--- config.mk ---
export PLATFORM = sky130hd
export DESIGN_NAME = frame_deframer_p_flat
export DESIGN_NICKNAME = d
export VERILOG_FILES = /design/src/rtl/frame_pkg.sv /design/src/rtl/frame_deframer_p_if.sv /design/src/rtl/frame_body_buf.sv /design/src/rtl/frame_deframer_p.sv /design/src/flat_wrapper.sv
export SDC_FILE = /design/constraint.sdc
export NUM_CORES = 1
export LEC_CHECK = 0
export ABC_AREA = 1
export CAP_MARGIN = 10
export CORE_MARGIN = 8
export CORE_UTILIZATION = 60
export DETAILED_ROUTE_END_ITERATION = 6
export PLACE_DENSITY = 0.86
export SLEW_MARGIN = 20
export SYNTH_ARGS = -nofsm -noshare
export SYNTH_HDL_FRONTEND = slang
export SYNTH_SLANG_ARGS = --single-unit
--- constraint.sdc ---
create_clock -name clk_in -period 17.29 [get_ports clk_in]
set_input_delay 3.458 -clock clk_in [delete_from_list [all_inputs] [get_ports clk_in]]
set_output_delay 3.458 -clock clk_in [all_outputs]
set_load 0.1 [all_outputs]
--- src/rtl/frame_pkg.sv ---
// frame_pkg: state encoding, default framing words and a width helper shared
// by the frame deframer files.
package frame_pkg;

  localparam logic [15:0] DEF_HDR_WORD  = 16'hE0E0;
  localparam logic [15:0] DEF_TAIL_WORD = 16'h0E0E;

  typedef enum logic [3:0] {
    IDLE,
    HDR,
    CHAN,
    BODY,
    TAIL,
    CHECK,
    CRC_REQ,
    WRITE,
    DROP
  } state_t;

  // Bits needed to hold a count from 0 up to max_words inclusive.
  function automatic int len_width(input int max_words);
    return $clog2(max_words + 1);
  endfunction

endpackage

--- src/rtl/frame_deframer_p_if.sv ---
// frame_deframer_p_if: CRC request/response and FIFO write bus of the deframer.
// The master side is the deframer; the slave side is the CRC engine plus FIFO.
interface frame_deframer_p_if
  import frame_pkg::*;
#(
  parameter int DATA_W    = 16,
  parameter int MAX_WORDS = 8,
  parameter int CH_W      = 8,
  parameter int LEN_W     = len_width(MAX_WORDS)
) ();

  logic [MAX_WORDS*DATA_W-1:0]            crc_data;
  logic [LEN_W-1:0]                       crc_len;
  logic                                   crc_valid;
  logic                                   crc_ready;
  logic [DATA_W-1:0]                      crc_result;
  logic [LEN_W+MAX_WORDS*DATA_W+CH_W-1:0] fifo_wdata;
  logic                                   fifo_w_enable;
  logic                                   fifo_full;

  modport master (
    output crc_data, crc_len, crc_valid, fifo_wdata, fifo_w_enable,
    input  crc_ready, crc_result, fifo_full
  );

  modport slave (
    input  crc_data, crc_len, crc_valid, fifo_wdata, fifo_w_enable,
    output crc_ready, crc_result, fifo_full
  );

endinterface

--- src/rtl/frame_body_buf.sv ---
// frame_body_buf: collects body words of one frame (payload plus trailing CRC
// word) in a shift buffer, newest word at index 0, and presents the payload
// left-aligned with the oldest word in the MSBs.
module frame_body_buf
  import frame_pkg::*;
#(
  parameter int              DATA_W    = 16,
  parameter int              MAX_WORDS = 8,
  parameter logic [DATA_W-1:0] TAIL_WORD = DEF_TAIL_WORD,
  parameter int              LEN_W     = len_width(MAX_WORDS)
) (
  input  logic                        clk_in,
  input  logic                        rst_n,
  input  logic                        clear,
  input  logic                        push_one,
  input  logic                        push_two,
  input  logic [DATA_W-1:0]           din,
  output logic                        full_one,
  output logic                        full_two,
  output logic [MAX_WORDS*DATA_W-1:0] payload,
  output logic [DATA_W-1:0]           crc_word,
  output logic [LEN_W-1:0]            payload_len
);

  localparam int DEPTH = MAX_WORDS + 1;
  localparam int CNT_W = len_width(DEPTH);

  logic [DATA_W-1:0] words [DEPTH];
  logic [CNT_W-1:0]  count;
  logic [CNT_W-1:0]  idx;

  // No room for one more word, or for a held tail plus the word after it.
  assign full_one = (count >= CNT_W'(DEPTH));
  assign full_two = (count >= CNT_W'(DEPTH - 1));

  assign crc_word    = (count == '0) ? '0 : words[0];
  assign payload_len = (count == '0) ? '0 : LEN_W'(count - CNT_W'(1));

  // Shift buffer and word count; a push that would overflow is refused.
  always_ff @(posedge clk_in) begin
    if (!rst_n || clear) begin
      count <= '0;
      for (int i = 0; i < DEPTH; i++) words[i] <= '0;
    end else if (push_one && !full_one) begin
      words[0] <= din;
      for (int i = 1; i < DEPTH; i++) words[i] <= words[i-1];
      count <= count + CNT_W'(1);
    end else if (push_two && !full_two) begin
      words[0] <= din;
      words[1] <= TAIL_WORD;
      for (int i = 2; i < DEPTH; i++) words[i] <= words[i-2];
      count <= count + CNT_W'(2);
    end
  end

  // Left-align payload words (everything except the newest, the CRC), zero-fill.
  always_comb begin
    payload = '0;
    idx     = '0;
    for (int k = 0; k < MAX_WORDS; k++) begin
      if (CNT_W'(k + 1) < count) begin
        idx = count - CNT_W'(k + 1);
        payload[(MAX_WORDS-1-k)*DATA_W +: DATA_W] = words[idx];
      end
    end
  end

endmodule

--- src/rtl/frame_deframer_p.sv ---
// frame_deframer_p: parses HDR HDR CH BODY... CRC TAIL TAIL frames, asks the
// external CRC engine to verify the payload and writes good frames to a FIFO.
module frame_deframer_p
  import frame_pkg::*;
#(
  parameter int                DATA_W    = 16,
  parameter int                MAX_WORDS = 8,
  parameter int                CH_W      = 8,
  parameter logic [DATA_W-1:0] HDR_WORD  = DEF_HDR_WORD,
  parameter logic [DATA_W-1:0] TAIL_WORD = DEF_TAIL_WORD,
  parameter int                LEN_W     = len_width(MAX_WORDS)
) (
  input  logic                clk_in,
  input  logic                rst_n,
  input  logic [DATA_W-1:0]   din,
  input  logic                din_valid,
  frame_deframer_p_if.master  bus,
  output logic                crc_err,
  output logic                len_err,
  output logic [15:0]         crc_err_cnt
);

  state_t state, state_nx;

  logic [CH_W-1:0]             channel;
  logic                        drop_tail, drop_tail_nx;
  logic                        buf_clear, push_one, push_two;
  logic                        full_one, full_two;
  logic                        load_channel, load_crc, load_fifo;
  logic                        crc_err_nx, len_err_nx;
  logic [MAX_WORDS*DATA_W-1:0] payload;
  logic [DATA_W-1:0]           crc_word;
  logic [LEN_W-1:0]            payload_len;

  frame_body_buf #(
    .DATA_W(DATA_W), .MAX_WORDS(MAX_WORDS), .TAIL_WORD(TAIL_WORD), .LEN_W(LEN_W)
  ) u_body_buf (
    .clk_in(clk_in), .rst_n(rst_n), .clear(buf_clear),
    .push_one(push_one), .push_two(push_two), .din(din),
    .full_one(full_one), .full_two(full_two), .payload(payload),
    .crc_word(crc_word), .payload_len(payload_len)
  );

  // The write strobe is qualified by fifo_full in the same cycle so a write
  // can never land on a full FIFO.
  assign bus.crc_valid     = (state == CRC_REQ);
  assign bus.fifo_w_enable = (state == WRITE) && !bus.fifo_full;

  // Next-state and control strobes; words are only consumed when din_valid.
  always_comb begin
    state_nx     = state;
    drop_tail_nx = drop_tail;
    buf_clear    = 1'b0;
    push_one     = 1'b0;
    push_two     = 1'b0;
    load_channel = 1'b0;
    load_crc     = 1'b0;
    load_fifo    = 1'b0;
    crc_err_nx   = 1'b0;
    len_err_nx   = 1'b0;
    case (state)
      IDLE: if (din_valid && din == HDR_WORD) state_nx = HDR;
      HDR: if (din_valid) state_nx = (din == HDR_WORD) ? CHAN : IDLE;
      CHAN: if (din_valid) begin
        load_channel = 1'b1;
        buf_clear    = 1'b1;
        state_nx     = BODY;
      end
      BODY: if (din_valid) begin
        if (din == TAIL_WORD) begin
          state_nx = TAIL;
        end else if (full_one) begin
          len_err_nx   = 1'b1;
          drop_tail_nx = 1'b0;
          state_nx     = DROP;
        end else begin
          push_one = 1'b1;
        end
      end
      TAIL: if (din_valid) begin
        if (din == TAIL_WORD) begin
          state_nx = CHECK;
        end else if (full_two) begin
          len_err_nx   = 1'b1;
          drop_tail_nx = 1'b0;
          state_nx     = DROP;
        end else begin
          push_two = 1'b1;
          state_nx = BODY;
        end
      end
      CHECK: begin
        if (payload_len == '0) begin
          len_err_nx = 1'b1;
          state_nx   = IDLE;
        end else begin
          load_crc = 1'b1;
          state_nx = CRC_REQ;
        end
      end
      CRC_REQ: if (bus.crc_ready) begin
        if (bus.crc_result == crc_word) begin
          load_fifo = 1'b1;
          state_nx  = WRITE;
        end else begin
          crc_err_nx = 1'b1;
          state_nx   = IDLE;
        end
      end
      WRITE: if (!bus.fifo_full) state_nx = IDLE;
      DROP: if (din_valid) begin
        if (din == TAIL_WORD) begin
          drop_tail_nx = 1'b1;
          if (drop_tail) begin
            drop_tail_nx = 1'b0;
            state_nx     = IDLE;
          end
        end else begin
          drop_tail_nx = 1'b0;
        end
      end
      default: state_nx = IDLE;
    endcase
  end

  // State, latched frame fields, registered outputs and the error counter.
  always_ff @(posedge clk_in) begin
    if (!rst_n) begin
      state          <= IDLE;
      drop_tail      <= 1'b0;
      channel        <= '0;
      crc_err        <= 1'b0;
      len_err        <= 1'b0;
      crc_err_cnt    <= '0;
      bus.crc_data   <= '0;
      bus.crc_len    <= '0;
      bus.fifo_wdata <= '0;
    end else begin
      state     <= state_nx;
      drop_tail <= drop_tail_nx;
      crc_err   <= crc_err_nx;
      len_err   <= len_err_nx;
      if (load_channel) channel <= din[CH_W-1:0];
      if (load_crc) begin
        bus.crc_data <= payload;
        bus.crc_len  <= payload_len;
      end
      if (load_fifo) bus.fifo_wdata <= {bus.crc_len, bus.crc_data, channel};
      if (crc_err_nx && crc_err_cnt != 16'hFFFF) crc_err_cnt <= crc_err_cnt + 16'd1;
    end
  end

endmodule
--- src/flat_wrapper.sv ---
// flat-port wrapper written by rule: the top's interface ports become plain ports
module frame_deframer_p_flat import frame_pkg::*;
#(
  parameter int                DATA_W    = 16,
  parameter int                MAX_WORDS = 8,
  parameter int                CH_W      = 8,
  parameter logic [DATA_W-1:0] HDR_WORD  = DEF_HDR_WORD,
  parameter logic [DATA_W-1:0] TAIL_WORD = DEF_TAIL_WORD,
  parameter int                LEN_W     = len_width(MAX_WORDS)
)
  (clk_in, rst_n, din, din_valid, crc_err, len_err, crc_err_cnt, bus_crc_data, bus_crc_len, bus_crc_valid, bus_fifo_wdata, bus_fifo_w_enable, bus_crc_ready, bus_crc_result, bus_fifo_full);
  frame_deframer_p_if #(.DATA_W(DATA_W), .MAX_WORDS(MAX_WORDS), .CH_W(CH_W), .LEN_W(LEN_W)) bus_i ();
  input  logic clk_in;
  input  logic rst_n;
  input  logic [DATA_W-1:0] din;
  input  logic din_valid;
  output logic crc_err;
  output logic len_err;
  output logic [15:0] crc_err_cnt;
  output wire logic [$bits(bus_i.crc_data)-1:0] bus_crc_data;
  output wire logic [$bits(bus_i.crc_len)-1:0] bus_crc_len;
  output wire logic [$bits(bus_i.crc_valid)-1:0] bus_crc_valid;
  output wire logic [$bits(bus_i.fifo_wdata)-1:0] bus_fifo_wdata;
  output wire logic [$bits(bus_i.fifo_w_enable)-1:0] bus_fifo_w_enable;
  input wire logic [$bits(bus_i.crc_ready)-1:0] bus_crc_ready;
  input wire logic [$bits(bus_i.crc_result)-1:0] bus_crc_result;
  input wire logic [$bits(bus_i.fifo_full)-1:0] bus_fifo_full;
  assign bus_crc_data = bus_i.crc_data;
  assign bus_crc_len = bus_i.crc_len;
  assign bus_crc_valid = bus_i.crc_valid;
  assign bus_fifo_wdata = bus_i.fifo_wdata;
  assign bus_fifo_w_enable = bus_i.fifo_w_enable;
  assign bus_i.crc_ready = bus_crc_ready;
  assign bus_i.crc_result = bus_crc_result;
  assign bus_i.fifo_full = bus_fifo_full;
  frame_deframer_p #(.DATA_W(DATA_W), .MAX_WORDS(MAX_WORDS), .CH_W(CH_W), .HDR_WORD(HDR_WORD), .TAIL_WORD(TAIL_WORD), .LEN_W(LEN_W)) u_core (.clk_in(clk_in), .rst_n(rst_n), .din(din), .din_valid(din_valid), .bus(bus_i), .crc_err(crc_err), .len_err(len_err), .crc_err_cnt(crc_err_cnt));
endmodule
==> impl_metrics.json, run 1 <==
{
  "status": "complete, but fails checks",
  "violations": "DRC",
  "holdBufCountCts": 0,
  "cts_tree": "built",
  "grt_max_degree": 170,
  "drv_slew": 0,
  "yosys.area_share.simple": 0.297,
  "crit_chain": "clkdlybuf4s50_1, nor3_1, clkdlybuf4s50_1",
  "synth_compound_area_frac": 0.144,
  "power_w": 0.00221,
  "syn_nets": 3650,
  "max_cap_viol_count": 0,
  "cts_resized": 0,
  "area_delta_synth_final_pct": 19.0,
  "peakVddDrop_mv": 0.0677,
  "yosys_register_bits": 451,
  "grt_pass1_vias": 21601,
  "worstHoldPathCells": 2,
  "synth-xor-area-share": 0.00647,
  "slowest_delay_ns": 1.18,
  "skew_ns": 0.0219,
  "clockBufferDepth": 3,
  "slowest_stage": "clkdlybuf4s50_1",
  "postRouteAntennaNets": 0,
  "cts_root_buf": "clkbuf_16",
  "via_per_inst": 5.59,
  "tns_ns": 0,
  "chipHeight_um": 217,
  "cts_buffers": 47,
  "syn_avg_cell_area_sq_um": 6.72,
  "wl_per_cell_um": 18.1,
  "floorplan.initialDensity": 0.609,
  "drc": 1,
  "wirelength_um": 78500,
  "finalWorstSetupSlack_ns": 8.55,
  "whs_ns": 0.451,
  "r2r_cells": 15,
  "startpoint_type": "primary input",
  "post-route-period-util": 0.506,
  "combPwrFrac": 0.046,
  "worstMarginPinSlew_ns": 1.31,
  "synth_top_family_by_area": "simple AND/OR/NAND/NOR gates",
  "pre_cts_ws_ns": 8.57,
  "crit_path_end_kind": "output pin",
  "cts_sinks": 451,
  "vias": 24209,
  "fin_crit_ns": 8.74,
  "cts_htree_levels": 2,
  "grt_overflow_total": 0,
  "io-pin-count": 329,
  "drive_gt1_frac": 0.0313,
  "path_clk_slew_ns": 0.06,
  "finalWeightedCongestion": 0.991,
  "relSlewSlack": 0.124,
  "crit_fanout": 2,
  "grt_usage": 0.317,
  "internal_power_w": 0.00169,
  "p_per_area_nw_per_um2": 76.8,
  "firstDrtPassIters": 7,
  "yosys_warnings": 0,
  "syn_area_sq_um": 24200,
  "dpl.hpwl_um": 53700,
  "worst_path_most_repeated_cell": "clkdlybuf4s50_1",
  "dieArea_sq_um": 47000,
  "worstSetupPathType": "in2out",
  "drtIter0Drc": 3185,
  "fmax_mhz": 114,
  "p_switching_w": 0.000516,
  "p_seq_frac": 0.508,
  "final-setup-viol-count": 0,
  "fin_nets": 3821,
  "antenna_found_initial": 0,
  "portBuffers": 328,
  "rows": 73,
  "synthCells": 3599,
  "hold_viol": 0,
  "switching_share": 0.234,
  "postCtsSetupBuffers": 0,
  "core-area_sq_um": 39700,
  "die_x_um": 217,
  "synth_cell_types": 39,
  "rsz0062_at_grt": "no",
  "diodes": 0,
  "required_ns": 13.83,
  "clockPowerShare": 0.446,
  "synth.area.mux_share": 0.000828,
  "synthAdderAreaFrac": 0.00724,
  "min_path_type": "reg2reg",
  "leakage_nw": 12.3,
  "synth-seq-area-share": 0.433,
  "cp.arrival_ns": 5.29,
  "clk_latency_ns": 0.60,
  "grt_pass1_wl_um": 120000
}
power by group through the flow:
stage / clock, W / sequential [W] / combinational (W)
2_1_floorplan: 0 / 0.00114 / 0.0000621
3_3_place_gp: 0 / 0.00114 / 0.0000954
3_5_place_dp: 0 / 0.00115 / 0.0000966
4_1_cts: 0.000990 / 0.00112 / 0.0000974
5_1_grt: 0.00103 / 0.00112 / 0.000111
6_report: 0.000986 / 0.00112 / 0.000101
cells in the mapped netlist, drive strengths merged:
| library cell | number | share of area |
|---|---|---|
| nor4 | 1 | 0.00026 |
| nor2 | 678 | 0.11 |
| nand3b | 15 | 0.0047 |
| nand2b | 1 | 0.00026 |
| nand4 | 42 | 0.011 |
| and3 | 1 | 0.00026 |
| nand3 | 114 | 0.024 |
| edfxtp | 144 | 0.18 |
| mux2i | 2 | 0.00083 |
| nand2 | 954 | 0.15 |
| or2 | 3 | 0.00078 |
| buf | 108 | 0.028 |
| ha | 14 | 0.0072 |
| o21bai | 13 | 0.0040 |
| a211oi | 1 | 0.00031 |
| inv | 423 | 0.066 |
| dfxtp | 307 | 0.25 |
| o211ai | 1 | 0.00031 |
| xnor2 | 9 | 0.0036 |
| a31oi | 4 | 0.0010 |
| a21oi | 105 | 0.022 |
| o21ai | 378 | 0.078 |
| o22ai | 128 | 0.033 |
| xor2 | 8 | 0.0029 |
| a22oi | 2 | 0.00062 |
| and2 | 1 | 0.00026 |
| clkbuf | 122 | 0.019 |
| o21a | 13 | 0.0040 |
| a21o | 1 | 0.00031 |
| nor3 | 6 | 0.0012 |
per-layer routing:
metal / track usage / wire length [um]
met1: 0.395 / 30300
met2: 0.487 / 34000
met3: 0.0779 / 8670
met4: 0.206 / 5560
met5: 0 / 0
placed cells by master (no fill, tap or decap), drive strengths merged, types with 2 or more instances in the layout:
master         instances
clkinv                12
clkbuf                72
nor3                   6
a21oi                105
or2                    3
dfxtp                307
nand3b                15
nand4                 42
a31oi                  4
nor2                 678
o21bai                13
buf                   25
a22oi                  2
edfxtp               144
xnor2                  9
xor2                   8
mux2i                  2
o21ai                378
inv                  425
nand3                114
ha                    14
nand2                954
clkdlybuf4s50        327
o21a                  13
o22ai                128
kinds of logic after synthesis:
group	Yosys count
simple gates	1816
buf+inv	653
compound gates	646
flops	451
xor+xnor	17
fa+ha+maj	14
mux	2
flip-flops by register name (all words and copies together) (netlist names):
register and flops:
u_core.bus.fifo_wdata 140, u_core.crc_err 1, u_core.len_err 1, u_core.channel 8
u_core.state 4, u_core.u_body_buf.words 144, u_core.bus.crc_data 128, u_core.u_body_buf.count 4
u_core.drop_tail 1, u_core.crc_err_cnt 16, u_core.bus.crc_len 4
worst paths after layout:
check / end / slack [ns] / from
worst max register to register: u_core.bus.crc_data[19]$_SDFFE_PN0N_ / 11.38 / u_core.u_body_buf.count[1]$_SDFFE_PP0P_
worst max-delay path: bus_fifo_w_enable / 8.55 / bus_fifo_full
worst min-delay path: u_core.channel[0]$_SDFFE_PN0P_ / 0.45 / u_core.channel[0]$_SDFFE_PN0P_
worst min register to register: u_core.channel[0]$_SDFFE_PN0P_ / 0.45 / u_core.channel[0]$_SDFFE_PN0P_
through the flow:
step                utilization  cell area, sq um  cells
global placement          0.687             27300   4244
global route              0.725             28800   4333
CTS                       0.724             28800   4331
finish                    0.725             28800   4333
floorplan                     -             24200   3599
detailed placement        0.687             27300   4244
final cells by class:
type                    instances  area (sq um)
clock buffers                  72          1360
well taps                     525           657
fillers                      3191         10900
repair buffers                352          3480
clock inverters                15           114
multi-input cells            2495         11100
flip-flops and latches        451         10500
inverters                     423          1590
worst max-delay path: cells and delay by family:
kind | cells | cell delay (ns)
buffers and inverters | 2 | 1.60
AND/OR/NAND/NOR | 1 | 0.23
(Power assumes the default switching activity.)
==> run 2: changes to the inputs <==
--- a/config.mk
+++ b/config.mk
@@ -8,9 +8,9 @@
 export ABC_AREA = 1
 export CAP_MARGIN = 10
 export CORE_MARGIN = 8
-export CORE_UTILIZATION = 60
+export CORE_UTILIZATION = 56
 export DETAILED_ROUTE_END_ITERATION = 6
-export PLACE_DENSITY = 0.86
+export PLACE_DENSITY = 0.81
 export SLEW_MARGIN = 20
 export SYNTH_ARGS = -nofsm -noshare
 export SYNTH_HDL_FRONTEND = slang
==> constraint.sdc (replaced) <==
create_clock -name clk_in -period 8.3 [get_ports clk_in]
set_input_delay 1.66 -clock clk_in [delete_from_list [all_inputs] [get_ports clk_in]]
set_output_delay 1.66 -clock clk_in [all_outputs]
set_load 0.1 [all_outputs]
==> run 2 against run 1 <==
Critical endpoint is now u_core.bus.crc_data[82]$_SDFFE_PN0N_. Via count fell by 1.0%. Critical path depth grew 13. Count of clock-buffer cells in the layout down 5. Power rose by 120%. The run now ends clean. Highest routed layer unchanged. Sequential power rose by 110%.
==> impl_metrics.json, run 2 (same netlist as run 1, synthesis figures left out) <==
{
  "cts_root_buf": "clkbuf_16",
  "clk_latency_ns": 0.60,
  "cts_sinks": 451,
  "whs_ns": 0.449,
  "crit_fanout": 122,
  "cp.arrival_ns": 6.19,
  "grt_max_degree": 165,
  "holdBufCountCts": 0,
  "r2r_cells": 16,
  "worstHoldPathCells": 2,
  "rsz0062_at_grt": "no",
  "via_per_inst": 5.45,
  "post-route-period-util": 0.693,
  "dpl_cell_area_sq_um": 27300,
  "vias": 23955,
  "grt_usage": 0.299,
  "finalWeightedCongestion": 1.03,
  "drtIter0Drc": 3067,
  "clockBufferDepth": 3,
  "wirelength_um": 78600,
  "fin_crit_ns": 5.75,
  "timing.rr.start": "u_core.u_body_buf.count[1]$_SDFFE_PP0P_",
  "drive_gt1_frac": 0.0326,
  "skew_ns": 0.0256,
  "layout_commonest_cell": "nand2_1",
  "io-pin-count": 329,
  "fillers": 3697,
  "portBuffers": 328,
  "chipHeight_um": 224,
  "postRouteAntennaNets": 0,
  "final-setup-viol-count": 0,
  "drv_slew": 0,
  "relSlewSlack": 0.236,
  "postLayoutCoreUtil": 0.675,
  "crit_path_end_kind": "flop",
  "rows": 76,
  "dpl.hpwl_um": 55600,
  "grt_pass1_wl_um": 120000,
  "grt_overflow_total": 0,
  "firstDrtPassIters": 7,
  "startpoint_type": "flop",
  "mostFrequentLayoutCells": "946 x nand2_1, 676 x nor2_1, 414 x inv_1",
  "largest_reg_flops": 144,
  "reg.largest.list": "u_core.u_body_buf.words: 144 flops, u_core.bus.fifo_wdata: 140 flops, u_core.bus.crc_data: 128 flops",
  "max_cap_viol_count": 0,
  "cts_tree": "built",
  "leakage_nw": 12.3,
  "worstSetupPathType": "reg2reg",
  "required_ns": 8.74,
  "hold_viol": 0,
  "power_w": 0.00477,
  "floorplan.initialDensity": 0.564,
  "worstMarginPinSlew_ns": 1.14,
  "path_clk_slew_ns": 0.06,
  "holdPathEnd": "u_core.channel[3]$_SDFFE_PN0P_",
  "cts_buffers": 48,
  "min-delay-start": "u_core.channel[3]$_SDFFE_PN0P_",
  "cts_resized": 0,
  "core-area_sq_um": 42900,
  "fin_nets": 3821,
  "die_x_um": 224,
  "diodes": 0,
  "wl_per_cell_um": 17.9,
  "p_per_area_nw_per_um2": 165,
  "dieArea_sq_um": 50100,
  "peakVddDrop_mv": 0.154,
  "top_register": "u_core.u_body_buf.words",
  "min_path_type": "reg2reg",
  "status": "finished clean",
  "tns_ns": 0,
  "antenna_found_initial": 0,
  "regToRegEndpoint": "u_core.bus.crc_data[82]$_SDFFE_PN0N_",
  "area_delta_synth_final_pct": 19.7,
  "grt_pass1_vias": 20969,
  "drc": 0,
  "fin_area_sq_um": 29000,
  "cts_htree_levels": 2,
  "r2r_setup_slack_ns": 2.55,
  "fmax_mhz": 174,
  "postCtsSetupBuffers": 0,
  "multi_input_area_sq_um": 11100,
  "seqCellArea_sq_um": 10500
}
## run 2: layout make-up
type | count | area share
Clock inverter | 22 | 0.00657
Multi-Input combinational cell | 2495 | 0.383
Sequential cell | 451 | 0.362
Tap cell | 585 | 0.0253
Clock buffer | 67 | 0.0490
Inverter | 423 | 0.0550
Timing Repair Buffer | 351 | 0.120
## run 2: how the worst max path moves through the flow
stage | start | to | slack, ns
after floorplan | din[8] | u_core.u_body_buf.words[0][0]$_DFFE_PP_ | 2.12
after global placement | u_core.u_body_buf.count[1]$_SDFFE_PP0P_ | u_core.bus.crc_data[81]$_SDFFE_PN0N_ | 2.88
after detailed placement | u_core.u_body_buf.count[1]$_SDFFE_PP0P_ | u_core.bus.crc_data[86]$_SDFFE_PN0N_ | 2.73
after CTS | u_core.u_body_buf.count[1]$_SDFFE_PP0P_ | u_core.bus.crc_data[82]$_SDFFE_PN0N_ | 2.68
after global routing | u_core.u_body_buf.count[1]$_SDFFE_PP0P_ | u_core.bus.crc_data[89]$_SDFFE_PN0N_ | 2.15
final | u_core.u_body_buf.count[1]$_SDFFE_PP0P_ | u_core.bus.crc_data[82]$_SDFFE_PN0N_ | 2.55
## run 2: worst max-delay path, stage by stage (launching register included)
cell and delay (ns):
dfxtp_1 0.52, inv_2 0.16, buf_4 0.85, ha_1 0.28
nand2_1 0.07, nand2_1 0.09, nand2_1 0.05, and2_1 0.39
nand2_1 0.26, nand4_1 0.20, nand2_2 0.10, buf_4 0.61
clkinv_2 0.87, nand2_1 0.81, nor2_1 0.09, nor2_1 0.12
nor2_1 0.05
## run 2: power by group
group | switching, W | internal, W | total (W) | leakage (nW)
sequential | 0.0000355 | 0.00231 | 0.00234 | 3.84
clock | 0.000923 | 0.00128 | 0.00221 | 0.792
combinational | 0.000163 | 0.0000591 | 0.000223 | 7.68
## run 2: per-layer routing
layer	up-vias	global-route usage	routed length [um]
met4	0	0.155	4470
met1	10793	0.388	31400
met5	-	0	0
met3	189	0.0739	8450
met2	1222	0.460	34300
li1	11751	-	-
## run 2: metrics by stage
stage / cells / setup WS, ns
6_report: 4394 / 2.55
3_3_place_gp: 4304 / 2.88
5_1_grt: 4394 / 2.15
2_1_floorplan: 3599 / 2.12
4_1_cts: 4393 / 2.68
3_5_place_dp: 4304 / 2.73
